**src/rtl/shifter_spi_arbiter_if.sv**
```systemverilog
// Shared ISA types and the Spi bus used between the arbiter (master) and the BarrelShifter (slave).
package Isa;
  localparam int REGISTER_SIZE = 8;

  typedef enum logic [2:0] {
    ADD = 3'd0,
    SUB = 3'd1,
    AND = 3'd2,
    OR  = 3'd3,
    XOR = 3'd4,
    SHL = 3'd5,
    SHR = 3'd6,
    NOP = 3'd7
  } Operation;

  // The first field is the most significant, so op_code occupies the lowest bits and goes out first.
  typedef struct packed {
    logic [$clog2(REGISTER_SIZE)-1:0] amount;
    logic [REGISTER_SIZE-1:0]         operand;
    Operation                         op_code;
  } ShifterPacket;
endpackage

interface Spi #(
  parameter int NSS_WIDTH = 1
);
  logic [NSS_WIDTH-1:0] nss;
  logic                 mosi;
  logic                 miso;

  modport MasterSpi (output nss, output mosi, input miso);
  modport SlaveSpi  (input nss, input mosi, output miso);
endinterface

```
**src/rtl/shifter_spi_arbiter.sv**
```systemverilog
// Round-robin arbiter plus SPI master that serialises one shift request at a time to a shared BarrelShifter.
// Optional feature: define SHIFTER_TIMEOUT_EN to abandon WAIT_RESULT after TIMEOUT_CYCLES and flag o_error.
module shifter_spi_arbiter
  import Isa::*;
#(
  parameter int N_REQ          = 2,
  parameter int NSS_WIDTH      = 1,
  parameter int NSS_POSITION   = 0,
  parameter int TIMEOUT_CYCLES = 64
) (
  input  logic                             i_clock,
  input  logic                             i_reset,
  input  logic [N_REQ-1:0]                 i_req,
  input  Operation                         i_op_code [N_REQ],
  input  logic [REGISTER_SIZE-1:0]         i_operand [N_REQ],
  input  logic [$clog2(REGISTER_SIZE)-1:0] i_amount  [N_REQ],
  output logic [N_REQ-1:0]                 o_ack,
  output logic [N_REQ-1:0]                 o_done,
  output logic [REGISTER_SIZE-1:0]         o_result,
  output logic                             o_busy,
  output logic                             o_error,
  Spi.MasterSpi                            spi
);

  localparam int R       = REGISTER_SIZE;
  localparam int P       = $bits(ShifterPacket);
  localparam int PTR_W   = (N_REQ > 1) ? $clog2(N_REQ) : 1;
  localparam int BIT_W   = $clog2(P);
  localparam int PR_MAX  = (P > R) ? P : R;
  localparam int CNT_MAX = (PR_MAX > TIMEOUT_CYCLES) ? PR_MAX : TIMEOUT_CYCLES;
  localparam int CNT_W   = $clog2(CNT_MAX);
  localparam logic [NSS_WIDTH-1:0] NSS_SEL = ~(NSS_WIDTH'(1) << NSS_POSITION);

  typedef enum logic [2:0] {
    S_IDLE,
    S_START,
    S_TRANSMIT,
    S_WAIT_RESULT,
    S_COLLECT,
    S_RELEASE
  } state_t;

  state_t             r_state;
  state_t             w_state_next;
  logic [PTR_W-1:0]   r_ptr;
  logic [PTR_W-1:0]   r_owner;
  ShifterPacket       r_packet;
  ShifterPacket       w_packet;
  logic [CNT_W-1:0]   r_bit_cnt;
  logic [R-2:0]       r_shift;
  logic [R-1:0]       r_result;
  logic               w_grant_valid;
  logic [PTR_W-1:0]   w_grant_idx;
  logic [PTR_W-1:0]   w_cand;
  logic [NSS_WIDTH-1:0] w_nss;
  logic               w_mosi;
`ifdef SHIFTER_TIMEOUT_EN
  logic               r_timed_out;
`endif

  // Scan from the pointer upwards with wrap; the lowest offset that requests wins.
  always_comb begin
    // NOTE: every combinational output gets a default before any branch, so no path can infer a latch.
    w_grant_valid = 1'b0;
    w_grant_idx   = '0;
    w_cand        = '0;
    for (int j = N_REQ - 1; j >= 0; j--) begin
      w_cand = PTR_W'((int'(r_ptr) + j) % N_REQ);
      if (i_req[w_cand]) begin
        w_grant_valid = 1'b1;
        w_grant_idx   = w_cand;
      end
    end
  end

  assign w_packet = '{amount:  i_amount[w_grant_idx],
                      operand: i_operand[w_grant_idx],
                      op_code: i_op_code[w_grant_idx]};

  always_comb begin
    w_state_next = r_state;
    o_ack        = '0;
    o_done       = '0;
    w_nss        = '1;
    w_mosi       = 1'b0;
    unique case (r_state)
      S_IDLE: begin
        if (w_grant_valid) begin
          o_ack[w_grant_idx] = 1'b1;
          w_state_next       = S_START;
        end
      end
      S_START: begin
        w_nss        = NSS_SEL;
        w_mosi       = 1'b1;
        w_state_next = S_TRANSMIT;
      end
      S_TRANSMIT: begin
        w_nss  = NSS_SEL;
        w_mosi = r_packet[r_bit_cnt[BIT_W-1:0]];
        if (r_bit_cnt == CNT_W'(P - 1)) w_state_next = S_WAIT_RESULT;
      end
      S_WAIT_RESULT: begin
        w_nss = NSS_SEL;
        if (spi.miso) w_state_next = S_COLLECT;
`ifdef SHIFTER_TIMEOUT_EN
        else if (r_bit_cnt == CNT_W'(TIMEOUT_CYCLES - 1)) w_state_next = S_RELEASE;
`endif
      end
      S_COLLECT: begin
        w_nss = NSS_SEL;
        if (r_bit_cnt == CNT_W'(R - 1)) w_state_next = S_RELEASE;
      end
      S_RELEASE: begin
        o_done[r_owner] = 1'b1;
        w_state_next    = S_IDLE;
      end
      default: w_state_next = S_IDLE;
    endcase
  end

  // One counter serves TRANSMIT bit index, WAIT_RESULT timeout and COLLECT bit index; it restarts on every state change.
  always_ff @(posedge i_clock or negedge i_reset) begin
    if (!i_reset) begin
      r_state     <= S_IDLE;
      r_ptr       <= '0;
      r_owner     <= '0;
      r_packet    <= '0;
      r_bit_cnt   <= '0;
      r_shift     <= '0;
      r_result    <= '0;
`ifdef SHIFTER_TIMEOUT_EN
      r_timed_out <= 1'b0;
`endif
    end else begin
      // NOTE: state registers use non-blocking assignments so every flop samples pre-edge values.
      r_state   <= w_state_next;
      r_bit_cnt <= (w_state_next != r_state) ? '0 : r_bit_cnt + 1'b1;
      if (r_state == S_IDLE && w_grant_valid) begin
        r_owner  <= w_grant_idx;
        r_ptr    <= (w_grant_idx == PTR_W'(N_REQ - 1)) ? '0 : w_grant_idx + 1'b1;
        r_packet <= w_packet;
`ifdef SHIFTER_TIMEOUT_EN
        r_timed_out <= 1'b0;
`endif
      end
      if (r_state == S_COLLECT) begin
        r_shift <= {spi.miso, r_shift[R-2:1]};
        if (w_state_next == S_RELEASE) r_result <= {spi.miso, r_shift};
      end
`ifdef SHIFTER_TIMEOUT_EN
      if (r_state == S_WAIT_RESULT && w_state_next == S_RELEASE) begin
        r_result    <= '0;
        r_timed_out <= 1'b1;
      end
`endif
    end
  end

  assign spi.nss  = w_nss;
  assign spi.mosi = w_mosi;
  assign o_result = r_result;
  assign o_busy   = (r_state != S_IDLE);
`ifdef SHIFTER_TIMEOUT_EN
  assign o_error  = (r_state == S_RELEASE) && r_timed_out;
`else
  assign o_error  = 1'b0;
`endif

endmodule

```
**src/flat_wrapper.sv**
```systemverilog
// flat-port wrapper written by rule: the top's interface ports become plain ports
module shifter_spi_arbiter_flat import Isa::*;
#(
  parameter int N_REQ          = 2,
  parameter int NSS_WIDTH      = 1,
  parameter int NSS_POSITION   = 0,
  parameter int TIMEOUT_CYCLES = 64
)
  (i_clock, i_reset, i_req, i_op_code, i_operand, i_amount, o_ack, o_done, o_result, o_busy, o_error, spi_nss, spi_mosi, spi_miso);
  Spi #(.NSS_WIDTH(NSS_WIDTH)) spi_i ();
  input  logic i_clock;
  input  logic i_reset;
  input  logic [N_REQ-1:0] i_req;
  input  Operation i_op_code[N_REQ];
  input  logic [REGISTER_SIZE-1:0] i_operand[N_REQ];
  input  logic [$clog2(REGISTER_SIZE)-1:0] i_amount[N_REQ];
  output logic [N_REQ-1:0] o_ack;
  output logic [N_REQ-1:0] o_done;
  output logic [REGISTER_SIZE-1:0] o_result;
  output logic o_busy;
  output logic o_error;
  output wire logic [$bits(spi_i.nss)-1:0] spi_nss;
  output wire logic [$bits(spi_i.mosi)-1:0] spi_mosi;
  input wire logic [$bits(spi_i.miso)-1:0] spi_miso;
  assign spi_nss = spi_i.nss;
  assign spi_mosi = spi_i.mosi;
  assign spi_i.miso = spi_miso;
  shifter_spi_arbiter #(.N_REQ(N_REQ), .NSS_WIDTH(NSS_WIDTH), .NSS_POSITION(NSS_POSITION), .TIMEOUT_CYCLES(TIMEOUT_CYCLES)) u_core (.i_clock(i_clock), .i_reset(i_reset), .i_req(i_req), .i_op_code(i_op_code), .i_operand(i_operand), .i_amount(i_amount), .o_ack(o_ack), .o_done(o_done), .o_result(o_result), .o_busy(o_busy), .o_error(o_error), .spi(spi_i));
endmodule
```
**config.mk**
```make
export PLATFORM = sky130hd
export DESIGN_NAME = shifter_spi_arbiter_flat
export DESIGN_NICKNAME = d
export VERILOG_FILES = /design/src/rtl/shifter_spi_arbiter_if.sv /design/src/rtl/shifter_spi_arbiter.sv /design/src/flat_wrapper.sv
export SDC_FILE = /design/constraint.sdc
export NUM_CORES = 1
export LEC_CHECK = 0
export BUFFER_PORTS_ARGS = -buffer_cell sky130_fd_sc_hd__buf_2
export CAP_MARGIN = 0
export CORE_ASPECT_RATIO = 1.4
export CORE_MARGIN = 1.5
export CORE_UTILIZATION = 52
export DETAILED_ROUTE_END_ITERATION = 8
export GPL_TIMING_DRIVEN = 1
export HOLD_SLACK_MARGIN = 0.06
export PLACE_DENSITY = 0.85
export SLEW_MARGIN = 20
export SYNTH_ARGS = -nofsm -noshare
export SYNTH_HDL_FRONTEND = slang
export SYNTH_SLANG_ARGS = --single-unit
export TNS_END_PERCENT = 20
```
**constraint.sdc**
```tcl
create_clock -name i_clock -period 2.22 [get_ports i_clock]
set_input_delay 0.111 -clock i_clock [delete_from_list [all_inputs] [get_ports i_clock]]
set_output_delay 0.111 -clock i_clock [all_outputs]
set_load 0.005 [all_outputs]
```
# Word-level counts from Yosys, hierarchy flattened
# Index checks and enable logic that the tools add are counted.
# classes
order_cmp	8
bitwise	1
mux	35
add_sub_neg	3
reduce_logical	7
n_eq_ne	9
# ops
op	count
$mux 3	10
$mux 8	3
$pmux 3 s5	1
$mux 1	13
$eq 3x3->1 const B	3
$lt 1x2->1 const B	4
$add 6x1->6 const B	1
$eq 3x2->1 const B	2
$eq 6x3->1 const B	1
$eq 6x4->1 const B	1
$mux 2	3
$mux 6	1
$lt 4x5->1 const B	1
$bmux 1 s4	1
$reduce_or 4->1	1
$eq 3x1->1 const B	1
$logic_and 1x1->1	3
$logic_not 3->1	1
$ne 3x3->1	1
$reduce_bool 3->1	1
$add 1x1->1 const B	2
$demux 1 s1	2
$ge 1x1->1 const B	2
$ge 2x2->1 const B	1
other kinds (3)	3
# word_totals
input_bits	33
ff_bits	40
out_inout_bits	16
elab_cells	72

# Longest topological paths before layout
# Gate-level depths: netlist (run 1).
# logic_depth
ltp_word	11
mapped_depth	7
depth_no_buf	5

# Worst setup path after synthesis (run 1)
# OpenSTA, ideal clock, no wires.
# synth_path
kind	flip-flop to flip-flop
from	register u_core.r_state[1]
to	register u_core.r_packet[11] (netlist name)
t_arrival_ps	1604
synth_period_minus_slack_ps	1730
path_stages_with_launch	6
path_buffers	2
setup_time_ps	126
slack_ps	490
required_ps	2094
cell_sequence	dfrtp_1 -> or3_1 -> clkbuf_1 -> or2_1 -> buf_6 -> a221o_1
# synth_between
elab_chain_len	2
# synth_rtl
element	line_no	source
start: declaration	shifter_spi_arbiter.sv:43	state_t r_state;
start signal: assignment	shifter_spi_arbiter.sv:137	r_state <= w_state_next;
$logic_not 3->1	shifter_spi_arbiter.sv:139	if (r_state == S_IDLE && w_grant_valid) begin
$logic_and 1x1->1	shifter_spi_arbiter.sv:139	
end signal: assignment	shifter_spi_arbiter.sv:142	r_packet <= w_packet;
end: declaration	shifter_spi_arbiter.sv:47	ShifterPacket r_packet;
# Every way passes these cells.
# A chain may end at the register's enable or synchronous reset.

# Worst setup path after layout (run 1)
# layout_path
from	register u_core.r_bit_cnt[0]
to	output port spi_mosi
# layout_between
elab_chain_len	3
# layout_rtl
element	line_no	source
start: declaration	shifter_spi_arbiter.sv:49	logic [CNT_W-1:0] r_bit_cnt;
start signal: assignment	shifter_spi_arbiter.sv:138	r_bit_cnt <= (w_state_next != r_state) ? '0 : r_bit_cnt + 1'b1;
$bmux 1 s4	shifter_spi_arbiter.sv:100	w_mosi = r_packet[r_bit_cnt[BIT_W-1:0]];
$mux 1 (implied by the code)	shifter_spi_arbiter.sv:100	
$pmux 1 s2	shifter_spi_arbiter.sv:86	unique case (r_state)
end: declaration	flat_wrapper.sv:23	output wire logic [$bits(spi_i.mosi)-1:0] spi_mosi;
# Every way passes these cells. The select of a mux whose other input is x is not followed.

==> flow_metrics.tcl, run 1 <==
set metrics [dict create \
    core_um2 3640 \
    final_common_cell "buf_2" \
    cts_tree "built" \
    post_dp_cell_area_um2 2240 \
    arrival_ps 1950 \
    register_area_um2 1000 \
    use_met3 0.0667 \
    period_share 0.929 \
    io_buffers 47 \
    vias_per_cell 5.55 \
    tightestPinTransition_ps 864 \
    fmax_mhz 485 \
    critPathMaxStageDelay_ps 530 \
    skew_ps 6.59 \
    period_needed_ps 2060 \
    cts_root_buffer "clkbuf_8" \
    fillers 298 \
    numCtsBuffers 5 \
    fin_nets 253 \
    synth_cells 166 \
    cp-start-kind "flip-flop" \
    synth_nets 201 \
    clkSinkCount 40 \
    io_pins 49 \
    grt_busiest_layer "met2" \
    outcome "complete, no violations" \
    dieArea_um2 4150 \
    setup_violations 0 \
    antenna_found_initial 0 \
    die_w_um 54.9 \
    power_frac_comb 0.371 \
    slowest_stage "mux4_2" \
    endpoint_kind "output pin" \
    die_h_um 75.6 \
    crit_required_ps 2110 \
    ys_ff_latch 40 \
    mostFrequentLayoutCells "47 x buf_2, 39 x dfrtp_1, 16 x mux2_2" \
    leakage_uw 0.00120 \
    rsz0062_at_grt "false" \
    final_cells 260 \
    maxCapViolations 0 \
    p_clk_frac 0.176 \
    finalMaxSlewViolations 0 \
    multi_input_area_um2 890 \
    routabilityCongestion 0.738 \
    path_buf_inv 1 \
    r2r_setup_slack_ps 450 \
    p_int_uw 1670 \
    clk_transition_reported_paths_ps 70 \
    path_cells "mux4_2 -> mux2_2 -> nor3b_1 -> nor4_1 -> buf_2" \
    clockBufferDepth 2 \
    wirelength_um 3690 \
    p_total_uw 2560 \
    vdd_drop_max_mv 0.949 \
    tns_ps 0 \
    rows 26 \
    grt_usage 0.204 \
    finish.instance_area_um2 2340 \
    min_to "u_core.r_state[1]" \
    ys_seq_area_frac 0.511 \
    vias 1442 \
    wl_per_cell_um 14.2 \
    crit_family "multiplexers" \
    slew_headroom 0.424 \
    cts_max_level 2 \
    use_met1 0.233 \
    syn_avg_cell_area_um2 11.8 \
    seq_power_share 0.453 \
    grt_pass1_wl_um 5980 \
    hold_viol 0 \
    syn-cell-area_um2 1960 \
    fin_util 0.643 \
    yosys_warnings 0 \
    diodes 0 \
    dp_hpwl_um 2640 \
    ant_nets 0 \
    dpl.cell_count 251 \
    grtUsageMet2 0.349 \
    dr.first_iter.drc_count 50 \
    grt_max_degree 41 \
    worst-setup-path-type "reg -> out" \
    cp_max_fo 9 \
    r2r-start "u_core.r_bit_cnt[0]" \
    first_pass_iters 4 \
    initial_core_util 0.538 \
    reg2reg_depth 4 \
    drcViolationCount 0 \
    hold_depth 2 \
    first_global_vias 1376 \
    layout-drive-gt1-share 0.385 \
    timing.rr.end "u_core.r_state[0]" \
    clock_latency_ps 300 \
    hold_path_class "in -> reg" \
    worst-path-stages 5 \
    grt-ovfl-total 0 \
    switching_share 0.349 \
    hp-start "spi_miso" \
    syn2layout_area_growth_pct 19.5 \
    p_switching_uw 895 \
    power.density_nw_per_um2 1090 \
    synthDistinctLibCells 39 \
]
-- cells in the mapped netlist --
cell type  count  area (um2)
nand2_1       14        52.6
o21bai_1       1        7.51
mux2i_1       14         140
a221o_1        1        10.0
nand3_1        3        15.0
mux4_2         3        67.6
nor3b_1        2        15.0
a31oi_1        1        6.26
mux2_2        16         180
clkbuf_1       5        18.8
nand4b_1       2        17.5
buf_6          1        11.3
ha_1           2        25.0
o21a_1         1        7.51
nor4_1         7        43.8
and4b_1        2        20.0
inv_1          3        11.3
or2_1          1        6.26
buf_4          1        7.51
nor2_4         1        11.3
nor2_1         5        18.8
o21ai_2        1        8.76
a21oi_1        1        5.00
a21o_1         1        7.51
conb_1         1        3.75
dfrtp_1       40        1000
nor4bb_1       2        20.0
and2_1         1        6.26
and3_1         2        12.5
o21ai_0       14        70.1
xnor2_1        2        17.5
nand2b_1       2        12.5
a22o_1         1        8.76
o311ai_0       1        8.76
xor2_1         3        26.3
or3_1          2        12.5
nor3b_4        1        18.8
nand2_2        1        6.26
buf_2          4        20.0
-- final cells by class --
class,instances,area share
clock buffers,6,0.0310
clock inverters,1,0.00214
inverters,3,0.00481
multi-input cells,112,0.380
flip-flops and latches,40,0.428
well taps,42,0.0224
repair buffers,56,0.131
-- per-stage QoR --
step	hold slack, ps	setup WS [ps]
6_report	82.5	157
5_1_grt	93.0	58.6
4_1_cts	62.4	10.4
3_5_place_dp	269	346
3_3_place_gp	259	380
2_1_floorplan	-185	490
-- layer usage --
| layer | part of all wire | routed length (um) |
|---|---|---|
| met1 | 0.39 | 1450 |
| met2 | 0.54 | 1980 |
| met3 | 0.054 | 199 |
| met4 | 0.014 | 53 |
| met5 | 0 | 0 |
-- how the worst max path moves through the flow --
stage               slack [ps]                 from                  end
finish                     160  u_core.r_bit_cnt[0]             spi_mosi
global route                60  u_core.r_bit_cnt[0]             spi_mosi
CTS                         10  u_core.r_bit_cnt[0]             spi_mosi
detailed placement         350  u_core.r_bit_cnt[0]             spi_mosi
global placement           380  u_core.r_bit_cnt[0]             spi_mosi
floorplan                  490    u_core.r_state[1]  u_core.r_packet[11]
-- repair_timing --
item                                    CTS  global route
hold endpoints to repair                 40             1
hold buffers                              1             1
endpoints found under the setup margin    0             1
gates resized for setup                   0             1
buffers inserted                          0             0
-- state kept, by name (all words and copies together) (netlist names) --
| signal | count |
|---|---|
| u_core.o_result | 8 |
| u_core.r_bit_cnt | 6 |
| u_core.r_owner | 1 |
| u_core.r_packet | 14 |
| u_core.r_ptr | 1 |
| u_core.r_shift | 7 |
| u_core.r_state | 3 |
-- power by group through the flow --
stage          logic, uW  registers [uW]  clock network (uW)
5_1_grt             1060            1190                 491
2_1_floorplan        744            1090                   0
6_report             951            1160                 451
4_1_cts              958            1150                 465
3_5_place_dp         951            1170                   0
3_3_place_gp         921            1150                   0
-- cell families (layout without fill, tap and decap cells) --
family                     Yosys count  in the layout  synth area share
AOI/OAI and AO/OA                   23             23            0.0715
xor gates and xnor gates             5              5            0.0224
adders and majority gates            2              2            0.0128
buffers and inverters               14             66            0.0351
DFF                                 40             40             0.511
muxes                               33             33             0.198
other                                1              1           0.00191
and+or+nand+nor                     48             48             0.148
Note: power is estimated with default switching activity, not from simulation.
==> run 2, diff against run 1 <==
ABC_AREA = 1   (was default)
CORE_UTILIZATION = 53   (was 52)
PLACE_DENSITY = 0.86   (was 0.85)
==> run 2 against run 1 <==
Critical path type is now reg -> reg. Register-to-register slack worse by 160 ps. Global-route usage up 2.4 points. Utilization up 1.4 points. Power up 4.7%. Routed wire length up 10%. Sequential power about the same. Clock skew down 1.0 ps. Cell count up 31%. Largest cell class unchanged.
==> flow_metrics.tcl, run 2 <==
set metrics [dict create \
    startpoint "u_core.r_ptr" \
    vias_per_cell 5.07 \
    async_flop_share 1.00 \
    finalMaxSlewViolations 0 \
    routabilityCongestion 0.888 \
    largest_reg_flops 14 \
    ys_seq_area_frac 0.502 \
    drcViolationCount 0 \
    slowest_stage "dlygate4sd3_1" \
    io_pins 49 \
    syn2layout_area_growth_pct 19.9 \
    synth-compound-area-share 0.149 \
    rows 26 \
    synthAdderAreaFrac 0.0125 \
    critPathMaxStageDelay_ps 540 \
    layout-drive-gt1-share 0.242 \
    outcome "complete, no violations" \
    period_share 0.870 \
    grt-ovfl-total 0 \
    hold_viol 0 \
    clockBufferDepth 2 \
    syn_avg_cell_area_um2 8.15 \
    ant_nets 0 \
    synthDistinctLibCells 28 \
    die_h_um 75.6 \
    maxCapViolations 0 \
    arrival_ps 2160 \
    synth_mux_area_frac 0.00752 \
    grt_max_degree 41 \
    r2r-start "u_core.r_ptr" \
    slew_headroom 0.443 \
    path_buf_inv 2 \
    yosys.area_share.simple 0.229 \
    initial_core_util 0.548 \
    tightestPinTransition_ps 835 \
    r2r_setup_slack_ps 290 \
    dr.first_iter.drc_count 32 \
    clk_transition_reported_paths_ps 70 \
    synth_top_family_by_area "simple AND/OR/NAND/NOR gates" \
    fin_nets 332 \
    yosys_warnings 0 \
    hold_path_class "in -> reg" \
    grt_usage 0.228 \
    synthTopCellsByArea "dfrtp_1 50%, nand2_1 9.8%, o21ai_0 7.5%" \
    crit_family "buffers and inverters" \
    first_global_vias 1641 \
    first_pass_iters 6 \
    period_needed_ps 1930 \
    cts_tree "built" \
    synth_top_cells_by_count "52 x nand2_1, 40 x dfrtp_1, 32 x nor2_1" \
    yosysTopAreaCell "dfrtp_1" \
    cp-start-kind "flip-flop" \
    vdd_drop_max_mv 0.791 \
    reg2reg_depth 6 \
    dp_hpwl_um 3010 \
    fin_util 0.657 \
    path_cells "o21ai_4 -> clkinvlp_4 -> nor2_1 -> nand2_1 -> nand3_1 -> dlygate4sd3_1" \
    cp_max_fo 15 \
    synth_cells 245 \
    leakage_uw 0.00122 \
    setup_violations 0 \
    wirelength_um 4060 \
    die_w_um 54.9 \
    ys.flop_type "dfrtp_1" \
    largest_register "u_core.r_packet" \
    vias 1725 \
    p_total_uw 2680 \
    clkSinkCount 40 \
    fin_ws_ps 290 \
    clock_latency_ps 290 \
    synth-edff-count 0 \
    numCtsBuffers 5 \
    synth_top_area_share 0.502 \
    skew_ps 5.56 \
    crit_end "u_core.r_packet[11]" \
    endpoint_kind "flip-flop" \
    yosysMostFrequentCell "nand2_1" \
    mostFrequentLayoutCells "52 x nand2_1, 47 x buf_2, 40 x dfrtp_1" \
    synth_xor_area_frac 0.0132 \
    rsz0062_at_grt "false" \
    dieArea_um2 4150 \
    syn-cell-area_um2 2000 \
    cts_root_buffer "clkbuf_8" \
    timing.rr.end "u_core.r_packet[11]" \
    ys_ff_latch 40 \
    worst-path-stages 6 \
    antenna_found_initial 0 \
    diodes 0 \
    core_um2 3640 \
    grt_pass1_wl_um 6800 \
    final_common_cell "nand2_1" \
    tns_ps 0 \
    worst-setup-path-type "reg -> reg" \
    wl_per_cell_um 12.0 \
    fmax_mhz 518 \
    cts_max_level 2 \
    power.density_nw_per_um2 1120 \
    crit_required_ps 2450 \
    synth_nets 280 \
    place_ws_ps 502 \
    io_buffers 47 \
]
==> run 2: changes by cell type after synthesis, sizes merged, moves of 9 or more <==
| cell | previous run | this run |
|---|---|---|
| nor2 | 6 | 33 |
| mux2i | 14 | 0 |
| o21ai | 15 | 39 |
| nand3 | 3 | 12 |
| nand2 | 15 | 57 |
| mux2 | 16 | 1 |
| inv | 3 | 32 |
==> run 2: worst reg2reg max path: cells and delay by family, from the launching register on <==
kind / cells / cell delay, ps
AO/OA/AOI/OAI: 1 / 410
AND/OR/NAND/NOR: 3 / 260
flip-flops: 1 / 420
buffers and inverters: 2 / 770
==> run 2: logic make-up after synthesis <==
logic type      count (synthesis)
compound gates                 53
xor+xnor                        3
fa+ha+maj                       2
buf+inv                        41
flops                          40
mux                             1
other cells                     1
simple gates                  104
==> run 2: where the power goes <==
group / switching [uW] / total [uW] / internal (uW) / leakage, uW
combinational: 645 / 1050 / 409 / 0.000659
sequential: 160 / 1130 / 972 / 0.000515
clock: 244 / 497 / 252 / 0.0000445
==> run 2: through the flow <==
stage / hold WS (ps) / instances / area, um2
floorplan: -185 / 245 / 2000
global placement: 258 / 326 / 2240
detailed placement: 265 / 326 / 2240
CTS: 71.3 / 338 / 2370
global route: 82.5 / 340 / 2390
finish: 76.2 / 340 / 2390
==> run 2: what timing repair did <==
item	in CTS	in global routing
setup endpoints to repair	0	1
resized for setup	0	1
hold endpoints to repair	42	0
hold buffers	4	0
setup buffers	0	2
==> run 2: cell type report <==
type / count / area [um2]
fill: 331 / 1250
sequential: 40 / 1000
multi-input combinational: 164 / 823
timing repair buffer: 54 / 298
inverter: 32 / 124
clock buffer: 7 / 86.3
tap: 42 / 52.6
clock inverter: 1 / 7.51
==> run 2: worst min path at each step <==
stage / slack, ps / cells after the start / start / end
after floorplan: -180 / 0 / i_reset / u_core.o_result[0]
after global placement: 260 / 1 / i_reset / u_core.r_packet[12]
after detailed placement: 270 / 1 / i_reset / u_core.r_packet[7]
after CTS: 70 / 3 / i_op_code[2] / u_core.r_packet[2]
after global routing: 80 / 3 / i_op_code[2] / u_core.r_packet[2]
final: 80 / 3 / i_op_code[2] / u_core.r_packet[2]
==> run 2: per-layer routing <==
layer	global-route usage	share of wire	vias to the layer above	wire, um
met5	0	0	-	0
met4	0.0972	0.020	0	82
met3	0.0549	0.042	9	169
met2	0.381	0.50	42	2050
met1	0.275	0.43	794	1770
li1	-	-	880	-
==> run 3, diff against run 2 <==
==> constraint.sdc (replaced) <==
create_clock -name i_clock -period 2.22 [get_ports i_clock]
set_input_delay 0.111 -clock i_clock [delete_from_list [all_inputs] [get_ports i_clock]]
set_output_delay 0.111 -clock i_clock [all_outputs]
set_load 0.01 [all_outputs]
==> run 3 against run 2 <==
Clock-buffer cell count did not move. Die area stayed put. Clock power about the same. Setup slack got worse by 65 ps. First-iteration DRC count grew 25%. Register-to-register slack got worse by 70 ps. Final area decreased by 0.78%. Combinational power hardly changed. Global-route usage increased by 0.81 points. Critical path depth stayed put. Largest cell class unchanged. Largest power group unchanged.
==> flow_metrics.tcl, run 3 (synthesis results as in run 2) <==
set metrics [dict create \
    outcome "complete, no violations" \
    vias 1748 \
    largest_register "u_core.r_packet" \
    grt_busiest_layer "met2" \
    slowest_stage "dlygate4sd3_1" \
    use_met1 0.293 \
    grtUsageMet2 0.389 \
    cp_max_fo 15 \
    grt_max_degree 41 \
    grt-ovfl-total 0 \
    layout-drive-gt1-share 0.233 \
    critPathMaxStageDelay_ps 540 \
    core_um2 3640 \
    clock_latency_ps 290 \
    worst-setup-path-type "reg -> reg" \
    slew_headroom 0.425 \
    cts_tree "built" \
    fmax_mhz 501 \
    multi_input_area_um2 823 \
    p_clk_frac 0.184 \
    numCtsBuffers 5 \
    tns_ps 0 \
    ant_nets 0 \
    mostFrequentLayoutCells "52 x nand2_1, 47 x buf_2, 40 x dfrtp_1" \
    cts_root_buffer "clkbuf_8" \
    seq_power_share 0.418 \
    clkSinkCount 40 \
    arrival_ps 2220 \
    hold_depth 3 \
    first_pass_iters 4 \
    first_global_vias 1645 \
    hold_viol 0 \
    routabilityCongestion 0.887 \
    die_w_um 54.9 \
    rsz0062_at_grt "false" \
    dp_hpwl_um 3080 \
    period_needed_ps 2000 \
    switching_share 0.400 \
    wl_per_cell_um 12.3 \
    io_pins 49 \
    dieArea_um2 4150 \
    maxCapViolations 0 \
    fillers 306 \
    wirelength_um 4150 \
    register_area_um2 1000 \
    fin_nets 330 \
    p_switching_uw 1080 \
    skew_ps 8.36 \
    clockBufferDepth 2 \
    initial_core_util 0.548 \
    tightestPinTransition_ps 862 \
    path_cells "o21ai_4 -> inv_1 -> nor2_1 -> nand2_1 -> nand3_1 -> dlygate4sd3_1" \
    leakage_uw 0.00122 \
    dr.first_iter.drc_count 40 \
    post_cts_buffers 0 \
    rows 26 \
    drcViolationCount 0 \
    clk_transition_reported_paths_ps 80 \
    grt_pass1_wl_um 7020 \
    endpoint_kind "flip-flop" \
    crit_required_ps 2450 \
    period_share 0.899 \
    use_met3 0.0431 \
    syn2layout_area_growth_pct 18.9 \
    power.density_nw_per_um2 1140 \
    final_common_cell "nand2_1" \
    fin_util 0.651 \
    antenna_found_initial 0 \
    grt_usage 0.236 \
    diodes 0 \
    io_buffers 47 \
    setup_violations 0 \
    finalMaxSlewViolations 0 \
    hold_path_class "in -> reg" \
    cp-start-kind "flip-flop" \
    reg2reg_depth 6 \
    vias_per_cell 5.17 \
    largest_reg_flops 14 \
    power_frac_comb 0.397 \
    die_h_um 75.6 \
    p_int_uw 1630 \
    cts_max_level 2 \
    vdd_drop_max_mv 0.683 \
]
[run 3: final timing paths]
| check | startpoint | end | slack [ps] |
|---|---|---|---|
| hold / removal | i_op_code[2] | u_core.r_packet[2] | 80 |
| setup reg to reg | u_core.r_ptr | u_core.r_packet[11] | 220 |
| max in group asynchronous | i_reset | u_core.o_result[6] | 1170 |
| min in group asynchronous | i_reset | u_core.r_packet[7] | 500 |
| hold reg to reg | u_core.r_shift[5] | u_core.r_shift[4] | 490 |
| setup / recovery | u_core.r_ptr | u_core.r_packet[11] | 220 |
[run 3: final cells by class]
cell class,count,share of cell area
clock buffer,7,0.0364
inverter,32,0.0506
clock inverter,1,0.00316
sequential,40,0.422
tap,42,0.0221
timing repair buffer,52,0.119
multi-input combinational,164,0.347
[run 3: stage by stage]
step	cell area [um2]	setup slack, ps	total power (uW)	hold slack (ps)	std cells
2_1_floorplan	2000	888	1910	-185	245
3_3_place_gp	2240	572	2150	257	326
5_1_grt	2370	19.9	2940	83.6	338
4_1_cts	2370	233	2720	71.7	338
3_5_place_dp	2240	511	2200	269	326
6_report	2370	224	2710	78.3	338
[run 3: layer usage]
layer,share of wire,vias up,routed length [um]
li1,-,875,-
met3,0.029,9,119
met1,0.45,820,1870
met2,0.50,44,2070
met5,0,-,0
met4,0.021,0,87
[run 3: critical path, delay by kind of cell (launching register included)]
| kind | cells | cell delay (ps) |
|---|---|---|
| buffers and inverters | 2 | 830 |
| DFF | 1 | 420 |
| AOI/OAI and AO/OA | 1 | 370 |
| and+or+nand+nor | 3 | 320 |
[run 3: repair_timing]
action / CTS / global route
endpoints found under the hold margin: 42 / 0
hold buffers: 4 / 0
setup endpoints to repair: 0 / 0
resized for setup: 0 / 0
[run 3: power by group through the flow]
stage                     logic [uW]  registers (uW)  clock network, uW
after global placement          1020            1130                  0
after floorplan                  820            1090                  0
after global routing            1240            1170                535
final                           1080            1130                499
after detailed placement        1050            1150                  0
after CTS                       1080            1130                505
